[config.mk]
export PLATFORM = sky130hd
export DESIGN_NAME = overlay_scheduler
export DESIGN_NICKNAME = d
export VERILOG_FILES = /design/src/rtl/overlay_scheduler_pkg.sv /design/src/rtl/overlay_scheduler_rr_next_slot.sv /design/src/rtl/overlay_scheduler.sv
export SDC_FILE = /design/constraint.sdc
export NUM_CORES = 1
export LEC_CHECK = 0
export BUFFER_PORTS_ARGS = -buffer_cell sky130_fd_sc_hd__clkbuf_2
export CORE_MARGIN = 1
export CORE_UTILIZATION = 50
export CTS_CLUSTER_DIAMETER = 80
export CTS_CLUSTER_SIZE = 28
export DETAILED_ROUTE_END_ITERATION = 7
export GPL_ROUTABILITY_DRIVEN = 0
export PLACE_DENSITY = 0.77
export SKIP_LAST_GASP = 1
export SYNTH_ARGS = -nofsm -noshare
export SYNTH_HDL_FRONTEND = slang
export SYNTH_SLANG_ARGS = --single-unit
[constraint.sdc]
create_clock -name clk -period 5.8 [get_ports clk]
set_input_delay 1.16 -clock clk [delete_from_list [all_inputs] [get_ports clk]]
set_output_delay 1.16 -clock clk [all_outputs]
set_load 0.005 [all_outputs]
[src/rtl/overlay_scheduler_pkg.sv]
// Shared definitions for the overlay scheduler: FSM states, sprite IDs and
// overlay bit positions within enable_mask.
package overlay_scheduler_pkg;

  typedef enum logic [2:0] {
    WAIT_TICK = 3'd0,
    BG_START  = 3'd1,
    BG_WAIT   = 3'd2,
    OV_START  = 3'd3,
    OV_WAIT   = 3'd4,
    FRAME_END = 3'd5
  } state_e;

  localparam int NUM_OV = 6;

  localparam logic [2:0] SPR_BG     = 3'd0;
  localparam logic [2:0] SPR_HUNGER = 3'd1;
  localparam logic [2:0] SPR_BORED  = 3'd2;
  localparam logic [2:0] SPR_SICK   = 3'd3;
  localparam logic [2:0] SPR_DIRTY  = 3'd4;
  localparam logic [2:0] SPR_DYING  = 3'd5;
  localparam logic [2:0] SPR_ZZZS   = 3'd6;

  localparam int OV_HUNGER = 0;
  localparam int OV_BORED  = 1;
  localparam int OV_SICK   = 2;
  localparam int OV_DIRTY  = 3;
  localparam int OV_DYING  = 4;
  localparam int OV_ZZZS   = 5;

endpackage

[src/rtl/overlay_scheduler_rr_next_slot.sv]
// Round-robin pick: next set bit of mask strictly after cur, wrapping 5->0.
// Returns cur when it is the only set bit (or the mask is empty).
module rr_next_slot
  import overlay_scheduler_pkg::*;
(
  input  logic [NUM_OV-1:0] mask,
  input  logic [2:0]        cur,
  output logic [2:0]        next
);

  logic found;
  int   j;

  always_comb begin
    next  = cur;
    found = 1'b0;
    j     = 0;
    // Offset 6 lands back on cur, covering the single-bit case.
    for (int i = 1; i <= NUM_OV; i++) begin
      j = (int'(cur) + i) % NUM_OV;
      if (!found && mask[j]) begin
        next  = 3'(j);
        found = 1'b1;
      end
    end
  end

endmodule

[src/rtl/overlay_scheduler.sv]
// Per-frame plotter sequencer: background, then one status overlay chosen
// round-robin among the active enables, each held for HOLD_FRAMES frames.
module overlay_scheduler
  import overlay_scheduler_pkg::*;
#(
  parameter int HOLD_FRAMES = 60
) (
  input  logic              clk,
  input  logic              reset,
  input  logic              frame_tick,
  input  logic [NUM_OV-1:0] enable_mask,
  input  logic              plot_done,
  output logic              plot_start,
  output logic [2:0]        sprite_sel,
  output logic              busy,
  output logic              frame_done,
  output logic [7:0]        overrun_count
);

  localparam logic [7:0] HOLD_LAST = 8'(HOLD_FRAMES - 1);

  state_e            state_q, state_d;
  logic [2:0]        cur_slot_q, cur_slot_d;
  logic [7:0]        hold_cnt_q, hold_cnt_d;
  logic [NUM_OV-1:0] mask_q, mask_d;
  logic              pending_q, pending_d;
  logic [7:0]        overrun_q, overrun_d;
  logic              arm_q, arm_d;
  logic [2:0]        next_slot;

  // Both selection points rotate over the same latched mask and slot.
  rr_next_slot u_rr (
    .mask (mask_q),
    .cur  (cur_slot_q),
    .next (next_slot)
  );

  always_comb begin
    state_d    = state_q;
    cur_slot_d = cur_slot_q;
    hold_cnt_d = hold_cnt_q;
    mask_d     = mask_q;
    pending_d  = pending_q;
    overrun_d  = overrun_q;
    arm_d      = 1'b0;
    plot_start = 1'b0;
    sprite_sel = SPR_BG;
    frame_done = 1'b0;
    busy       = (state_q != WAIT_TICK);

    if (frame_tick && state_q != WAIT_TICK) begin
      if (pending_q) begin
        if (overrun_q != 8'hFF) overrun_d = overrun_q + 8'd1;
      end else begin
        pending_d = 1'b1;
      end
    end

    case (state_q)
      WAIT_TICK: begin
        if (frame_tick || pending_q) begin
          pending_d = 1'b0;
          state_d   = BG_START;
        end
      end
      BG_START: begin
        plot_start = 1'b1;
        mask_d     = enable_mask;
        state_d    = BG_WAIT;
      end
      BG_WAIT: begin
        if (plot_done) begin
          if (mask_q == '0) begin
            state_d = FRAME_END;
          end else begin
            if (!mask_q[cur_slot_q]) begin
              cur_slot_d = next_slot;
              hold_cnt_d = 8'd0;
            end
            state_d = OV_START;
          end
        end
      end
      OV_START: begin
        // First cycle presents the new sprite_sel to the ROM mux; the plotter
        // is kicked on the second.
        sprite_sel = 3'(cur_slot_q + 3'd1);
        if (arm_q) begin
          plot_start = 1'b1;
          state_d    = OV_WAIT;
        end else begin
          arm_d = 1'b1;
        end
      end
      OV_WAIT: begin
        sprite_sel = 3'(cur_slot_q + 3'd1);
        if (plot_done) begin
          if (hold_cnt_q == HOLD_LAST) begin
            hold_cnt_d = 8'd0;
            cur_slot_d = next_slot;
          end else begin
            hold_cnt_d = hold_cnt_q + 8'd1;
          end
          state_d = FRAME_END;
        end
      end
      FRAME_END: begin
        frame_done = 1'b1;
        if (pending_q) begin
          pending_d = 1'b0;
          state_d   = BG_START;
        end else begin
          state_d = WAIT_TICK;
        end
      end
      default: state_d = WAIT_TICK;
    endcase
  end

  assign overrun_count = overrun_q;

  always_ff @(posedge clk) begin
    if (reset) begin
      state_q    <= WAIT_TICK;
      cur_slot_q <= 3'd0;
      hold_cnt_q <= 8'd0;
      mask_q     <= '0;
      pending_q  <= 1'b0;
      overrun_q  <= 8'd0;
      arm_q      <= 1'b0;
    end else begin
      state_q    <= state_d;
      cur_slot_q <= cur_slot_d;
      hold_cnt_q <= hold_cnt_d;
      mask_q     <= mask_d;
      pending_q  <= pending_d;
      overrun_q  <= overrun_d;
      arm_q      <= arm_d;
    end
  end

endmodule
## Yosys cells after proc, flatten, opt, wreduce, memory -nomap -nowiden

Index checks and enable logic that the tools add are counted.

- Equality and inequality tests: 14
- Divide/modulo/power cells: 6
- $mul: 0
- Bitwise logic cells: 1
- $lt $le $gt $ge: 7
- Reduce and logical (&&, ||, !) cells: 22
- Shift-type cells: 0
- Muxes and demuxes: 59
- Add/subtract/negate cells: 9

Operator list:

| kind | count |
|---|---|
| < comparator 32 x 5 -> 1 bit (second input constant) | 6 |
| remainder unit 32 x 4 -> 32 bit (second input constant) | 6 |
| 2-to-1 mux 3 bit | 17 |
| 2-to-1 mux 8 bit | 5 |
| 2-to-1 mux 1 bit | 25 |
| binary-select mux 1 bit (select 3 bit) | 7 |
| one-hot mux 3 bit (6 select lines) | 1 |
| adder 8 x 1 -> 8 bit (second input constant) | 2 |
| one-hot mux 8 bit (2 select lines) | 1 |
| != test 2 bit (second input constant) | 7 |
| adder 3 x 3 -> 4 bit (second input constant) | 3 |
| adder 3 x 2 -> 4 bit (second input constant) | 2 |
| == test 8 x 6 -> 1 bit (second input constant) | 1 |
| != test 8 bit (second input constant) | 1 |
| == test 3 x 2 -> 1 bit (second input constant) | 2 |
| == test 3 bit (second input constant) | 2 |
| logical AND 1 bit | 6 |
| zero test 6 bit | 1 |
| one-hot mux 3 bit (2 select lines) | 1 |
| AND reduction 6 bit | 1 |
| zero test 1 bit | 5 |
| AND reduction 5 bit | 1 |
| adder 3 x 1 -> 4 bit (second input constant) | 1 |
| < comparator 3 x 4 -> 1 bit (second input constant) | 1 |
| other kinds (11) | 13 |

- Bits in writable memories: 0
- Output and inout bits: 14
- Register bits: 30
- Memory bits (read-only): 0
- Bits of input ports: 10
- Memories kept: 0
- Bits in latches: 0
- Logic and storage cells: 125

## Depth between registers and ports, before layout

- Depth after elaboration: 25
- Mapped depth: 14
- Gate-level depth less buffers: 13

## By module

Synthesis repeated with hierarchy kept, for this count alone.

- Cells, all modules: 332
- Area total of the unflattened synthesis: 2731.4 um^2

Modules (own cells, without submodules):

| module | cells each | area each (um^2) | seq. area each (um^2) | instances |
|---|---|---|---|---|
| overlay_scheduler | 187 | 1665.3 | 600.6 | 1 |
| rr_next_slot | 145 | 1066.0 | 0.0 | 1 |

## Least setup slack after synthesis

Ideal clock, no wire load.

- Kind: register to register
- From: register cur_slot_q[2]
- To: register cur_slot_q[2]
- Arrival: 2974 ps
- Library setup time: 91 ps
- Cell stages (with the launch flop): 15
- Path slack: 2735 ps
- Required time: 5709 ps
- Period minus slack after synthesis: 3065 ps
- Buffers on the path: 1
- Path through: dfxtp_1 > buf_4 > inv_1 > ha_1 > a21oi_1 > inv_1 > ha_1 > nand3b_1 > a32o_1 > or2_1 > a211o_1 > and2_1 > a311oi_1 > o21ai_1 > a311oi_1

- Word-level cells in the longest chain between the ends: 25
- Elaborated cells on any way between the ends: 61

Ends and longest elaborated chain:

| element | RTL line | source |
|---|---|---|
| start, declared | overlay_scheduler.sv:23 | `logic [2:0] cur_slot_q, cur_slot_d;` |
| start signal, assigned | overlay_scheduler.sv:133 | `cur_slot_q <= cur_slot_d;` |
| adder 3 x 1 -> 4 bit | overlay_scheduler_rr_next_slot.sv:20 | `j = (int'(cur) + i) % NUM_OV;` |
| remainder unit 32 x 4 -> 32 bit | overlay_scheduler_rr_next_slot.sv:20 |  |
| binary-select mux 1 bit (select 3 bit) | overlay_scheduler_rr_next_slot.sv:21 | `if (!found && mask[j]) begin` |
| 2-to-1 mux 1 bit (not written as such) (2 in a row) | overlay_scheduler_rr_next_slot.sv:21 |  |
| 2-to-1 mux 1 bit | overlay_scheduler_rr_next_slot.sv:21 |  |
| zero test 1 bit | overlay_scheduler_rr_next_slot.sv:21 |  |
| logical AND 1 bit | overlay_scheduler_rr_next_slot.sv:21 |  |
| 2-to-1 mux 1 bit | overlay_scheduler_rr_next_slot.sv:21 |  |
| [... 8 more ...] | - |  |
| 2-to-1 mux 1 bit | overlay_scheduler_rr_next_slot.sv:21 |  |
| zero test 1 bit | overlay_scheduler_rr_next_slot.sv:21 |  |
| logical AND 1 bit | overlay_scheduler_rr_next_slot.sv:21 |  |
| 2-to-1 mux 3 bit | overlay_scheduler_rr_next_slot.sv:21 |  |
| 2-to-1 mux 3 bit | overlay_scheduler.sv:76 | `if (!mask_q[cur_slot_q]) begin` |
| 2-to-1 mux 3 bit | overlay_scheduler.sv:73 | `if (mask_q == '0) begin` |
| 2-to-1 mux 3 bit | overlay_scheduler.sv:72 | `if (plot_done) begin` |
| one-hot mux 3 bit (2 select lines) | overlay_scheduler.sv:59 | `case (state_q)` |

Parallel ways exist; a longest one is shown, timed or not. The select of a mux whose other input is x is not followed.
A chain may end at the register's enable or synchronous reset.

## Worst setup path after layout

- From: register cur_slot_q[0]
- To: output sprite_sel[1]

- Word-level cells in the longest chain between the ends: 2

Ends and longest elaborated chain:

| element | RTL line | source |
|---|---|---|
| adder 3 x 1 -> 3 bit | overlay_scheduler.sv:87, overlay_scheduler.sv:96 |  |
| 2-to-1 mux 3 bit | - |  |
| end, declared | overlay_scheduler.sv:14 | `output logic [2:0] sprite_sel,` |

Every way passes these cells.

==> impl_metrics.env <==
export IMPL_status="finished, violations left"
export IMPL_violations="DRC"
export IMPL_hp_class="flip-flop to flip-flop"
export IMPL_yosysWarnings=0
export IMPL_postLayoutCoreUtil_pct=58.50
export IMPL_grt_first_pass_wirelength_mm=8.873
export IMPL_syn2layout_area_growth_pct=9.414
export IMPL_layout_min_cycle_time_ns=3.861
export IMPL_start_util_pct=53.47
export IMPL_clkPwrFrac_pct=20.4
export IMPL_post_drt_wl_per_cell_um=14.31
export IMPL_async_flop_share_pct=0
export IMPL_tightest_slew_ns=0.8859
export IMPL_dieHeight_um=71.17
export IMPL_placed_cells=362
export IMPL_finalSetupViolCount=0
export IMPL_rsz0062_at_grt="false"
export IMPL_yosysSeqAreaShare_pct=25.10
export IMPL_io_buffers=23
export IMPL_netlist_instances=300
export IMPL_syn_area_sq_um=2392
export IMPL_ys_flop_type="dfxtp_1"
export IMPL_drv_slew=0
export IMPL_fin_nets=339
export IMPL_dr_pass1_iters=6
export IMPL_grt_usage_pct=22.17
export IMPL_cts_tree="yes"
export IMPL_multi_input_area_sq_um=1675
export IMPL_synthDistinctLibCells=63
export IMPL_diodes=0
export IMPL_cts_buffer_depth=2
export IMPL_timing_worst_setup_path_type="flip-flop to primary output"
export IMPL_detail_route_antenna_nets=0
export IMPL_drc=2
export IMPL_leakage_uw=0.001048
export IMPL_critPathRequiredTime_ns=4.64
export IMPL_grt_max_degree=28
export IMPL_fmax_ghz=0.2590
export IMPL_drive_gt1_share_pct=14.20
export IMPL_path_clk_slew_ns=0.08
export IMPL_cap_violations=0
export IMPL_final_seq_area_sq_um=600.6
export IMPL_rows=24
export IMPL_synth_avg_cell_area_sq_um=7.974
export IMPL_cts_sinks=30
export IMPL_drt_total_wl_mm=5.281
export IMPL_cp_end_kind="primary output"
export IMPL_cts_buffers_inserted=5
export IMPL_p_sw_share_pct=42.24
export IMPL_power_density_nw_per_um2=414.6
export IMPL_drt_iter0_drc=190
export IMPL_cts_resized=0
export IMPL_power_switching_uw=458.4
export IMPL_arrival_ns=2.70
export IMPL_fin_tns_setup_ns=0
export IMPL_place_hpwl_mm=3.898
export IMPL_die_area_sq_um=5065
export IMPL_intPower_uw=626.9
export IMPL_cp_start_kind="flip-flop"
export IMPL_vias=2178
export IMPL_grt_pass1_vias=1943
export IMPL_sequentialPowerShare_pct=27.6
export IMPL_syn_nets=322
export IMPL_nFillCells=407
export IMPL_holdBufCountCts=0
export IMPL_crit_fanout=21
export IMPL_drt_vias_per_instance=5.902
export IMPL_clkLatencyLatePin_ns=0.30
export IMPL_hold_violations=0
export IMPL_core_area_sq_um=4474
export IMPL_cts_root_buf="clkbuf_8"
export IMPL_finalNonFillerCells=369
export IMPL_post_cts_buffers=0
export IMPL_maxSlewHeadroom_pct=40.86
export IMPL_ir_worst_vdd_mv=0.2353
export IMPL_grt_overflow=0
export IMPL_synth_edff_count=0
export IMPL_ys_seq_elements=30
export IMPL_ios=24
export IMPL_die_x_um=71.17
export IMPL_cts_max_level=2
export IMPL_fin_crit_sh_pct=66.56
export IMPL_comb_power_share_pct=52.0
export IMPL_antenna_found_initial=0
export IMPL_clock_skew_ns=0.01487
-- layout by cell type (no fill, tap or decap), types with 8 or more instances in the layout --
cell | netlist | routed
nor3_1 | 12 | 12
nand2_1 | 19 | 19
xnor2_1 | 10 | 10
mux2i_1 | 14 | 14
a21oi_1 | 15 | 15
nand2b_1 | 8 | 8
ha_1 | 12 | 12
clkbuf_2 | 1 | 23
nand3_1 | 11 | 11
dfxtp_1 | 30 | 30
inv_1 | 12 | 12
nor2_1 | 52 | 52
-- critical path, stage by stage (launching register included) --
cell      delay, ns
dfxtp_1        0.91
inv_1          0.20
ha_1           0.65
clkinv_1       0.36
nor2_1         0.17
clkbuf_2       0.12
-- power groups by stage --
| stage | Sequential [uW] | Clock [uW] | Combinational (uW) |
|---|---|---|---|
| CTS | 298 | 225 | 556 |
| global placement | 301 | 0 | 544 |
| finish | 300 | 221 | 564 |
| global route | 307 | 232 | 628 |
| detailed placement | 303 | 0 | 553 |
| floorplan | 262 | 0 | 487 |
-- synth_stat cells (2+ instances only) --
library cell   n  area, sq um
o21bai_1       3        22.52
clkbuf_1       7        26.28
ha_1          12        150.1
nand2b_1       8        50.05
a311oi_1       4        35.03
o21ai_0        7        35.03
o21a_1         2        15.01
mux2i_1       14        140.1
mux4_2         5        112.6
or2_1          2        12.51
a21o_1         2        15.01
a21boi_0       2        15.01
xor2_1         6        52.55
and3_1         3        18.77
a211oi_1       7        52.55
dfxtp_1       30        600.6
and2_1         4        25.02
nand2_1       19        71.32
or3_1          2        12.51
nor2b_1        5        31.28
xnor2_1       10        87.58
a21oi_1       15        75.07
nor3_1        12        60.06
a31oi_1        3        18.77
nand3_1       11        55.05
o211ai_1       3        22.52
nor4_1         2        12.51
nor2_1        52        195.2
inv_1         12        45.04
buf_4          2        15.01
buf_2          2        10.01
-- registers in the layout (all words and copies together) (netlist names) --
name / cells
cur_slot_q: 3
state_q: 3
pending_q: 1
arm_q: 1
hold_cnt_q: 8
mask_q: 6
overrun_count: 8
-- through the flow --
stage          setup WS [ns]  hold slack, ns  total power (uW)  area (sq um)
3_5_place_dp           2.057          0.5012             855.3          2505
3_3_place_gp           2.118          0.4821             845.5          2505
4_1_cts                1.962          0.5154              1079          2618
5_1_grt                1.657          0.5409              1167          2618
6_report               1.939          0.5114              1085          2618
2_1_floorplan          2.735          0.4673             749.5          2392
-- final timing paths --
kind            startpoint       endpoint  slack, ns  cells after the start
min          hold_cnt_q[4]  hold_cnt_q[4]       0.51                      2
max          cur_slot_q[0]  sprite_sel[1]       1.94                      5
min reg2reg  hold_cnt_q[4]  hold_cnt_q[4]       0.51                      2
max reg2reg  cur_slot_q[0]  cur_slot_q[2]       1.99                     10
-- metal layers --
metal  vias up  GRT usage [%]  wire length [um]
met4         0          7.111                56
met2        75          34.39              2333
met3         9          6.410               363
met1       994          29.70              2528
met5         -              0                 0
li1       1100              -                 -
-- cells by family (layout without fill, tap and decap cells) --
logic type | count (synthesis) | after routing | synth area share, %
and+or+nand+nor | 131 | 131 | 26.99
AOI/OAI and AO/OA | 62 | 62 | 18.20
DFF | 30 | 30 | 25.10
buffers and inverters | 26 | 43 | 4.864
muxes | 21 | 21 | 11.61
xor gates and xnor gates | 17 | 17 | 6.538
adders and majority gates | 13 | 13 | 6.694
-- layout make-up --
class	count	share of cell area, %
clock buffers	6	3.155
clock inverters	1	1.147
inverters	13	1.864
multi-input cells	244	64.01
flip-flops and latches	30	22.94
well taps	52	2.486
repair buffers	23	4.398
No activity file was read; power rests on OpenSTA's default activity.
